## src/rtl/adc_sequencer_if.sv

```systemverilog
// adc_sequencer_if -- register bus plus serial-engine command/result channel
// for the ADC sequencer.
//   addr/data_in/wr/rd/data_out : single-cycle register access, registered read
//   cmd_valid/cmd_word/cmd_ready: command handshake towards the serial ADC engine
//   res_valid/res_data          : conversion result, res_data[15:13] = channel
//   busy/overflow               : sequencer status
// master: the bus host / serial engine side.  slave: the sequencer itself.
interface adc_sequencer_if;
  logic [18:0] addr;
  logic [15:0] data_in;
  logic        wr;
  logic        rd;
  logic [15:0] data_out;
  logic        cmd_valid;
  logic [15:0] cmd_word;
  logic        cmd_ready;
  logic        res_valid;
  logic [15:0] res_data;
  logic        busy;
  logic        overflow;

  modport master (
    output addr, data_in, wr, rd, cmd_ready, res_valid, res_data,
    input  data_out, cmd_valid, cmd_word, busy, overflow
  );

  modport slave (
    input  addr, data_in, wr, rd, cmd_ready, res_valid, res_data,
    output data_out, cmd_valid, cmd_word, busy, overflow
  );
endinterface

```

## src/rtl/adc_sequencer.sv

```systemverilog
// adc_sequencer -- scans the channels enabled in MASK at a rate set by DIV,
// issues one command per channel to a serial ADC engine and queues results
// in a FIFO readable over the register bus.
// Ports:
//   clk   : system clock, everything on posedge
//   reset : asynchronous, active-high
//   bus   : adc_sequencer_if.slave (register bus, command/result channel, status)
// Registers at BASE = POSITION<<8:
//   +0x10 CTRL {single_shot, enable}, +0x11 MASK[7:0], +0x12 DIV,
//   +0x13 FIFO pop (read), +0x14 STATUS {overflow, timeout_err, busy, 6'b0, count[6:0]}
// Optional feature: define ADC_SEQ_TIMEOUT_EN to abandon a result after 256
// cycles in WAIT_RES and set the sticky timeout_err flag.
module adc_sequencer #(
  parameter int POSITION   = 0,
  parameter int FIFO_DEPTH = 16
) (
  input logic             clk,
  input logic             reset,
  adc_sequencer_if.slave  bus
);
  localparam logic [18:0] BASE   = 19'(POSITION << 8);
  localparam logic [18:0] A_CTRL = BASE + 19'h10;
  localparam logic [18:0] A_MASK = BASE + 19'h11;
  localparam logic [18:0] A_DIV  = BASE + 19'h12;
  localparam logic [18:0] A_POP  = BASE + 19'h13;
  localparam logic [18:0] A_STAT = BASE + 19'h14;
  localparam int          AW     = $clog2(FIFO_DEPTH);
  localparam logic [6:0]  DEPTH  = 7'(FIFO_DEPTH);

  typedef enum logic [1:0] {IDLE, WAIT_TICK, ISSUE, WAIT_RES} state_t;

  state_t        state_q;
  logic          en_q, single_q, started_q, ovf_q, tmo_q, cmd_valid_q;
  logic [7:0]    mask_q;
  logic [15:0]   div_q, div_act_q, tick_cnt_q, data_out_q, cmd_word_q;
  logic [2:0]    ch_q;
  logic [15:0]   mem [FIFO_DEPTH];
  logic [AW-1:0] wr_ptr_q, rd_ptr_q;
  logic [6:0]    count_q;

  // Next set mask bit at or after 'start', ascending with wrap 7->0.
  function automatic logic [2:0] next_ch(input logic [7:0] m, input logic [2:0] start);
    logic [2:0] c;
    logic       found;
    next_ch = 3'd0;
    found   = 1'b0;
    for (int i = 0; i < 8; i++) begin
      c = start + 3'(i);
      if (!found && m[c]) begin
        next_ch = c;
        found   = 1'b1;
      end
    end
  endfunction

  function automatic logic [2:0] top_ch(input logic [7:0] m);
    top_ch = 3'd0;
    for (int i = 0; i < 8; i++) if (m[i]) top_ch = 3'(i);
  endfunction

  logic       wr_ctrl, wr_mask, wr_div, wr_stat, rd_pop;
  logic       tick, push_req, push, pop, full, ovf_set, timeout_hit, res_done;
  logic [2:0] sel_ch_d;

  assign wr_ctrl  = bus.wr && (bus.addr == A_CTRL);
  assign wr_mask  = bus.wr && (bus.addr == A_MASK);
  assign wr_div   = bus.wr && (bus.addr == A_DIV);
  assign wr_stat  = bus.wr && (bus.addr == A_STAT);
  assign rd_pop   = bus.rd && (bus.addr == A_POP);

  assign tick     = en_q && (tick_cnt_q == div_act_q);
  assign full     = (count_q == DEPTH);
  assign pop      = rd_pop && (count_q != 7'd0);
  assign push_req = (state_q == WAIT_RES) && bus.res_valid;
  // A pop in the same cycle frees the slot, so a full FIFO still accepts.
  assign push     = push_req && (!full || pop);
  assign ovf_set  = push_req && full && !pop;
  assign res_done = push_req || timeout_hit;
  // The search restarts from channel 0 inclusive after every IDLE visit.
  assign sel_ch_d = next_ch(mask_q, started_q ? ch_q + 3'd1 : 3'd0);

`ifdef ADC_SEQ_TIMEOUT_EN
  logic [7:0] to_cnt_q;
  always_ff @(posedge clk or posedge reset) begin
    if (reset)                    to_cnt_q <= 8'd0;
    else if (state_q != WAIT_RES) to_cnt_q <= 8'd0;
    else                          to_cnt_q <= to_cnt_q + 8'd1;
  end
  // to_cnt_q == 255 marks the 256th cycle spent in WAIT_RES.
  assign timeout_hit = (state_q == WAIT_RES) && !bus.res_valid && (to_cnt_q == 8'hFF);
`else
  assign timeout_hit = 1'b0;
`endif

  // Tick divider; a DIV write is picked up only when the count restarts.
  always_ff @(posedge clk or posedge reset) begin
    if (reset) begin
      tick_cnt_q <= 16'd0;
      div_act_q  <= 16'd0;
    end else if (!en_q || tick) begin
      tick_cnt_q <= 16'd0;
      div_act_q  <= div_q;
    end else begin
      tick_cnt_q <= tick_cnt_q + 16'd1;
    end
  end

  // FIFO storage kept reset-free so it maps onto RAM.
  always_ff @(posedge clk) begin
    if (push) mem[wr_ptr_q] <= bus.res_data;
  end

  always_ff @(posedge clk or posedge reset) begin
    if (reset) begin
      state_q     <= IDLE;
      en_q        <= 1'b0;
      single_q    <= 1'b0;
      started_q   <= 1'b0;
      mask_q      <= 8'd0;
      div_q       <= 16'd0;
      ch_q        <= 3'd0;
      ovf_q       <= 1'b0;
      tmo_q       <= 1'b0;
      cmd_valid_q <= 1'b0;
      cmd_word_q  <= 16'd0;
      data_out_q  <= 16'd0;
      wr_ptr_q    <= '0;
      rd_ptr_q    <= '0;
      count_q     <= 7'd0;
    end else begin
      case (state_q)
        IDLE: begin
          started_q <= 1'b0;
          if (en_q && mask_q != 8'd0) state_q <= WAIT_TICK;
        end
        WAIT_TICK: begin
          if (!en_q || mask_q == 8'd0) begin
            state_q <= IDLE;
          end else if (tick) begin
            ch_q        <= sel_ch_d;
            started_q   <= 1'b1;
            cmd_valid_q <= 1'b1;
            cmd_word_q  <= 16'h8030 | {3'b000, sel_ch_d, 10'd0};
            state_q     <= ISSUE;
          end
        end
        ISSUE: begin
          if (bus.cmd_ready) begin
            cmd_valid_q <= 1'b0;
            state_q     <= WAIT_RES;
          end
        end
        WAIT_RES: begin
          if (res_done) begin
            if (!en_q || mask_q == 8'd0) begin
              state_q <= IDLE;
            end else if (single_q && ch_q == top_ch(mask_q)) begin
              en_q    <= 1'b0;
              state_q <= IDLE;
            end else begin
              state_q <= WAIT_TICK;
            end
          end
        end
        default: state_q <= IDLE;
      endcase

      // Host writes come after the FSM so a CTRL write wins over the
      // single-shot auto-clear in the same cycle.
      if (wr_ctrl) begin
        en_q     <= bus.data_in[0];
        single_q <= bus.data_in[1];
      end
      if (wr_mask) mask_q <= bus.data_in[7:0];
      if (wr_div)  div_q  <= bus.data_in;
      if (wr_stat && bus.data_in[15]) ovf_q <= 1'b0;
      if (wr_stat && bus.data_in[14]) tmo_q <= 1'b0;
      if (ovf_set)     ovf_q <= 1'b1;
      if (timeout_hit) tmo_q <= 1'b1;

      if (push) wr_ptr_q <= wr_ptr_q + AW'(1);
      if (pop)  rd_ptr_q <= rd_ptr_q + AW'(1);
      if (push && !pop)      count_q <= count_q + 7'd1;
      else if (pop && !push) count_q <= count_q - 7'd1;

      if (bus.rd) begin
        case (bus.addr)
          A_CTRL:  data_out_q <= {14'd0, single_q, en_q};
          A_MASK:  data_out_q <= {8'd0, mask_q};
          A_DIV:   data_out_q <= div_q;
          A_POP:   data_out_q <= pop ? mem[rd_ptr_q] : 16'd0;
          A_STAT:  data_out_q <= {ovf_q, tmo_q, (state_q != IDLE), 6'd0, count_q};
          default: data_out_q <= 16'd0;
        endcase
      end
    end
  end

  assign bus.data_out  = data_out_q;
  assign bus.cmd_valid = cmd_valid_q;
  assign bus.cmd_word  = cmd_word_q;
  assign bus.busy      = (state_q != IDLE);
  assign bus.overflow  = ovf_q;
endmodule

```

## src/flat_wrapper.sv

```systemverilog
// flat-port wrapper written by rule: the top's interface ports become plain ports
module adc_sequencer_flat 
#(
  parameter int POSITION   = 0,
  parameter int FIFO_DEPTH = 16
)
  (clk, reset, bus_addr, bus_data_in, bus_wr, bus_rd, bus_cmd_ready, bus_res_valid, bus_res_data, bus_data_out, bus_cmd_valid, bus_cmd_word, bus_busy, bus_overflow);
  adc_sequencer_if bus_i ();
  input logic clk;
  input logic reset;
  input wire logic [$bits(bus_i.addr)-1:0] bus_addr;
  input wire logic [$bits(bus_i.data_in)-1:0] bus_data_in;
  input wire logic [$bits(bus_i.wr)-1:0] bus_wr;
  input wire logic [$bits(bus_i.rd)-1:0] bus_rd;
  input wire logic [$bits(bus_i.cmd_ready)-1:0] bus_cmd_ready;
  input wire logic [$bits(bus_i.res_valid)-1:0] bus_res_valid;
  input wire logic [$bits(bus_i.res_data)-1:0] bus_res_data;
  output wire logic [$bits(bus_i.data_out)-1:0] bus_data_out;
  output wire logic [$bits(bus_i.cmd_valid)-1:0] bus_cmd_valid;
  output wire logic [$bits(bus_i.cmd_word)-1:0] bus_cmd_word;
  output wire logic [$bits(bus_i.busy)-1:0] bus_busy;
  output wire logic [$bits(bus_i.overflow)-1:0] bus_overflow;
  assign bus_i.addr = bus_addr;
  assign bus_i.data_in = bus_data_in;
  assign bus_i.wr = bus_wr;
  assign bus_i.rd = bus_rd;
  assign bus_i.cmd_ready = bus_cmd_ready;
  assign bus_i.res_valid = bus_res_valid;
  assign bus_i.res_data = bus_res_data;
  assign bus_data_out = bus_i.data_out;
  assign bus_cmd_valid = bus_i.cmd_valid;
  assign bus_cmd_word = bus_i.cmd_word;
  assign bus_busy = bus_i.busy;
  assign bus_overflow = bus_i.overflow;
  adc_sequencer #(.POSITION(POSITION), .FIFO_DEPTH(FIFO_DEPTH)) u_core (.clk(clk), .reset(reset), .bus(bus_i));
endmodule
```

## config.mk

```make
export PLATFORM = sky130hd
export DESIGN_NAME = adc_sequencer_flat
export DESIGN_NICKNAME = d
export VERILOG_FILES = /design/src/rtl/adc_sequencer_if.sv /design/src/rtl/adc_sequencer.sv /design/src/flat_wrapper.sv
export SDC_FILE = /design/constraint.sdc
export NUM_CORES = 1
export LEC_CHECK = 0
export ABC_CLOCK_PERIOD_IN_PS = 3300
export CAP_MARGIN = 20
export CELL_PAD_IN_SITES_DETAIL_PLACEMENT = 0
export CELL_PAD_IN_SITES_GLOBAL_PLACEMENT = 1
export CORE_UTILIZATION = 30
export DETAILED_ROUTE_END_ITERATION = 16
export PLACE_DENSITY_LB_ADDON = 0.1
export SLEW_MARGIN = 20
export SYNTH_ARGS = -nofsm -noshare
export SYNTH_HDL_FRONTEND = slang
export SYNTH_SLANG_ARGS = --single-unit
```

## constraint.sdc

```tcl
create_clock -name clk -period 3.3 [get_ports clk]
set_clock_uncertainty 0.1 [all_clocks]
set_input_delay 0.33 -clock clk [delete_from_list [all_inputs] [get_ports clk]]
set_output_delay 0.33 -clock clk [all_outputs]
set_load 0.03 [all_outputs]
```

==> results.md <==
- DRC errors left: 0
- Routed wire length: approximately 40 mm
- Die Ht: about 230 um
- R2R setup slack: about 0.14 ns
- Die ar.: ~0.052 mm2
- Crit path DAT: approximately 3.6 ns
- DRT iter0 DRCs: ~470
- Largest net degree at the start of global routing: 45
- Post-synth EDFFs: about 260
- TritonCTS clock tree: done
- CP Data Required Time: between 3 and 4 ns
- Die W: around 230 um
- Critical path startpoint category: flop
- Net Sw Frac: 0.2036
- Post-Syn Area per Cell: 16.43 um2
- Leak: roughly 7 nW
- Number of global-route vias before repair: slightly above 9000
- Sequential fraction of design power: 0.503
- Synthesized area: 0.01534 mm2
- Root Driver: clkbuf_16
- PwrDens: slightly below 500 mW/mm2
- Yosys top cell area share: 0.5010
- Row count: just over 80
- Register area: 0.01015 mm2
- Synth cell types: around 70
- Clock Tree Buf Depth: 3
- Synth top area cells: edfxtp_1, dfrtp_1, mux4_2
- GPL Wtd Cong: between 0.7 and 0.8
- Simple-gate share of the synthesized area: 0.05382
- Slew @ Worst Pin: around 0.73 ns
- CP max stage delay: about 0.5 ns
- Post-route cell area: roughly 0.019 mm2
- Clock slew at reported path FFs: about 0.06 ns
- NumNets Final: between 1000 and 1500
- Layout cell share with drive strength beyond 1: 0.3067
- Relative slew slack: 0.5144
- Most frequent cell after synthesis: edfxtp_1
- Combined area of the multi-input logic cells: approximately 0.0050 mm2
- Fmax: ~0.32 GHz
- Worst path cell trace: nand2b_2, inv_4, buf_4, mux2i_1, nor2b_1, mux2_4, or4b_1, a311o_1, a211o_1, a21oi_2
- Async S/R FF share, synth: 0.2768
- Fin Hold WS: about 0.037 ns
- Synth top cells by count: edfxtp_1, dfrtp_1, mux4_2, mux2_2, nor2_1
- First-pass GRT wire length: between 60 and 70 mm
- Total track usage: 0.1577
- Clk Latency, worst-skew pair: ~0.57 ns
- Worst IR Drop VDD: 0.3169 mV
- Crit path time final: roughly 3.2 ns
- Max cap viols: 0
- Hpwl dp: between 20 and 30 mm
- Synthesis-to-finish area growth: 26.13%
- Final Setup Violations: 0
- Post-route ant nets: 0
- DRT Pass-1 Iters: 5
- Worst hold-check path type: in2async
- Period utilization: 0.9588
- Mapped Cells: 934
- Crit-path leading delay family: simple AND/OR/NAND/NOR gates
- Core ar.: ~0.05 mm2
- Clk pwr share: 0.478
- Power Internal: ~7.6 mW
- GR Overflow Total: 0
- Synthesis Warnings: 0
- Initial antenna violation count: 2
- CP Class: reg2reg
- Critical-path top delay cell: or4b_1
- Combinational family with the most area after synthesis: multiplexers
- Ys flop type: edfxtp_1
- Number of vias per cell: around 4.8
- Critical path capture point type: flop
- Detailed-route via count: between 8000 and 9000
- Fin. Hold Viols: 0
- Hold buffer count at cts: 0
- Placed Area: approximately 0.018 mm2
- CTS Buf Count: 42
- Most area-hungry cell type in the Yosys netlist: edfxtp_1
- # fillers: approximately 4700
- Post-Synth Adder-Cell Area: 0.01354
- Buf/Inv on CP: 2
- Synth Area in XOR/XNOR: 0.02789
- Htree depth: 2
- Number of synthesized register bits: about 350
- Initial Utilization: 0.3052
- Status: complete, no violations
- Final Slew Violations: 0
- Sequential share of the synthesized area: 0.6608
- Synth Area in Compound Gates: 0.04852
- Worst-path maximum fanout: 5
- Buffers on Ports: between 80 and 90
- Comb pwr share: 0.019
- # IOs: approximately 90
- Clk sinks: approximately 350
- Switching power: approximately 1.9 mW
- Mux contribution to synthesized area: 0.1695
- DR WL/cell: ~22 um
==> metal layers <==
metal,part of all wire,GRT usage,up-vias
li1,-,-,4011
met1,0.46,0.2189,4461
met2,0.49,0.2555,150
met3,0.037,0.02825,47
met4,0.014,0.03859,4
met5,0.00080,0,-
==> worst reg2reg max path: cells and delay by family, from the launching register on <==
family | cells | cell delay [ns]
simple gates | 3 | 0.85
buf+inv | 2 | 0.27
mux | 2 | 0.64
compound gates | 3 | 0.80
flops | 1 | 0.44
==> power by group through the flow <==
stage / combinational [mW] / clock (mW) / sequential (mW)
2_1_floorplan: 0.0529 / 0 / 4.87
3_3_place_gp: 0.180 / 0 / 4.87
3_5_place_dp: 0.182 / 0 / 4.87
4_1_cts: 0.183 / 4.70 / 4.78
5_1_grt: 0.197 / 4.87 / 4.78
6_report: 0.179 / 4.55 / 4.78
==> registers in the layout, summed over array words and instances, names as in the netlist, 2 cells and up, named ones only <==
name	count
u_core.div_act_q	16
u_core.div_q	16
u_core.bus.cmd_word	2
u_core.tick_cnt_q	16
u_core.ch_q	2
u_core.mem	256
u_core.count_q	7
u_core.wr_ptr_q	4
u_core.bus.data_out	16
u_core.mask_q	8
u_core.rd_ptr_q	4
==> cell usage in the layout, fill, tap and decap left out, types with 7 or more instances in the layout <==
cell and count:
a21oi_1 16, a22oi_1 7, buf_12 14, buf_4 95
clkbuf_1 10, clkbuf_16 43, clkdlybuf4s50_1 72, clkinv_2 8
conb_1 10, dfrtp_1 94, dlymetal6s2s_1 9, edfxtp_1 256
ha_1 11, inv_1 27, mux2_2 46, mux2i_1 19
mux4_2 81, nand2_1 41, nand3_1 12, nor2_1 32
nor2_2 12, nor3_1 11, nor4_1 11, o21ai_0 16
o22ai_1 16, xnor2_1 18, xor2_1 29
==> final cells by class <==
cell class	count	area share
clock buffers	54	0.05825
inverters	33	0.006917
flip-flops and latches	354	0.5243
repair buffers	192	0.09555
diodes	1	0.0001293
multi-input cells	500	0.2607
clock inverters	18	0.01073
well taps	672	0.04344
==> final timing paths <==
kind / from / endpoint / depth (start not counted)
worst max register to register: u_core.ch_q[0] / u_core.bus.cmd_word[12] / 10
worst min-delay path: reset / u_core.bus.data_out[2] / 2
worst max-delay path: u_core.ch_q[0] / u_core.bus.cmd_word[12] / 10
min in group clk: bus_data_in[11] / u_core.div_q[11] / 2
worst min register to register: u_core.count_q[6] / u_core.count_q[6] / 1
max in group asynchronous: reset / u_core.div_act_q[3] / 3
==> logic make-up after synthesis <==
logic type | after synthesis
AO/OA/AOI/OAI | 108
buffers and inverters | 89
XOR/XNOR | 48
flip-flops | 354
adder cells (fa/ha/maj) | 16
multiplexers | 151
other | 1
AND/OR/NAND/NOR | 167
==> through the flow <==
step	util	total power, mW	setup WS (ns)	TNS (ns)	cells
6_report	0.3850	9.507	0.1359	0	1824
3_5_place_dp	0.3549	5.053	-0.5850	-3.121	1746
4_1_cts	0.3814	9.663	0.01030	0	1818
2_1_floorplan	-	4.923	0.005648	0	943
3_3_place_gp	0.3549	5.050	-0.4842	-1.235	1746
5_1_grt	0.3849	9.846	-0.02726	-0.02963	1823
==> repair_timing <==
| item | CTS | global route |
|---|---|---|
| endpoints found under the hold margin | 0 | 0 |
| resized for setup | 0 | 33 |
| endpoints found under the setup margin | 0 | 6 |
| setup buffers | 0 | 5 |
Note: power is estimated with default switching activity, not from simulation.
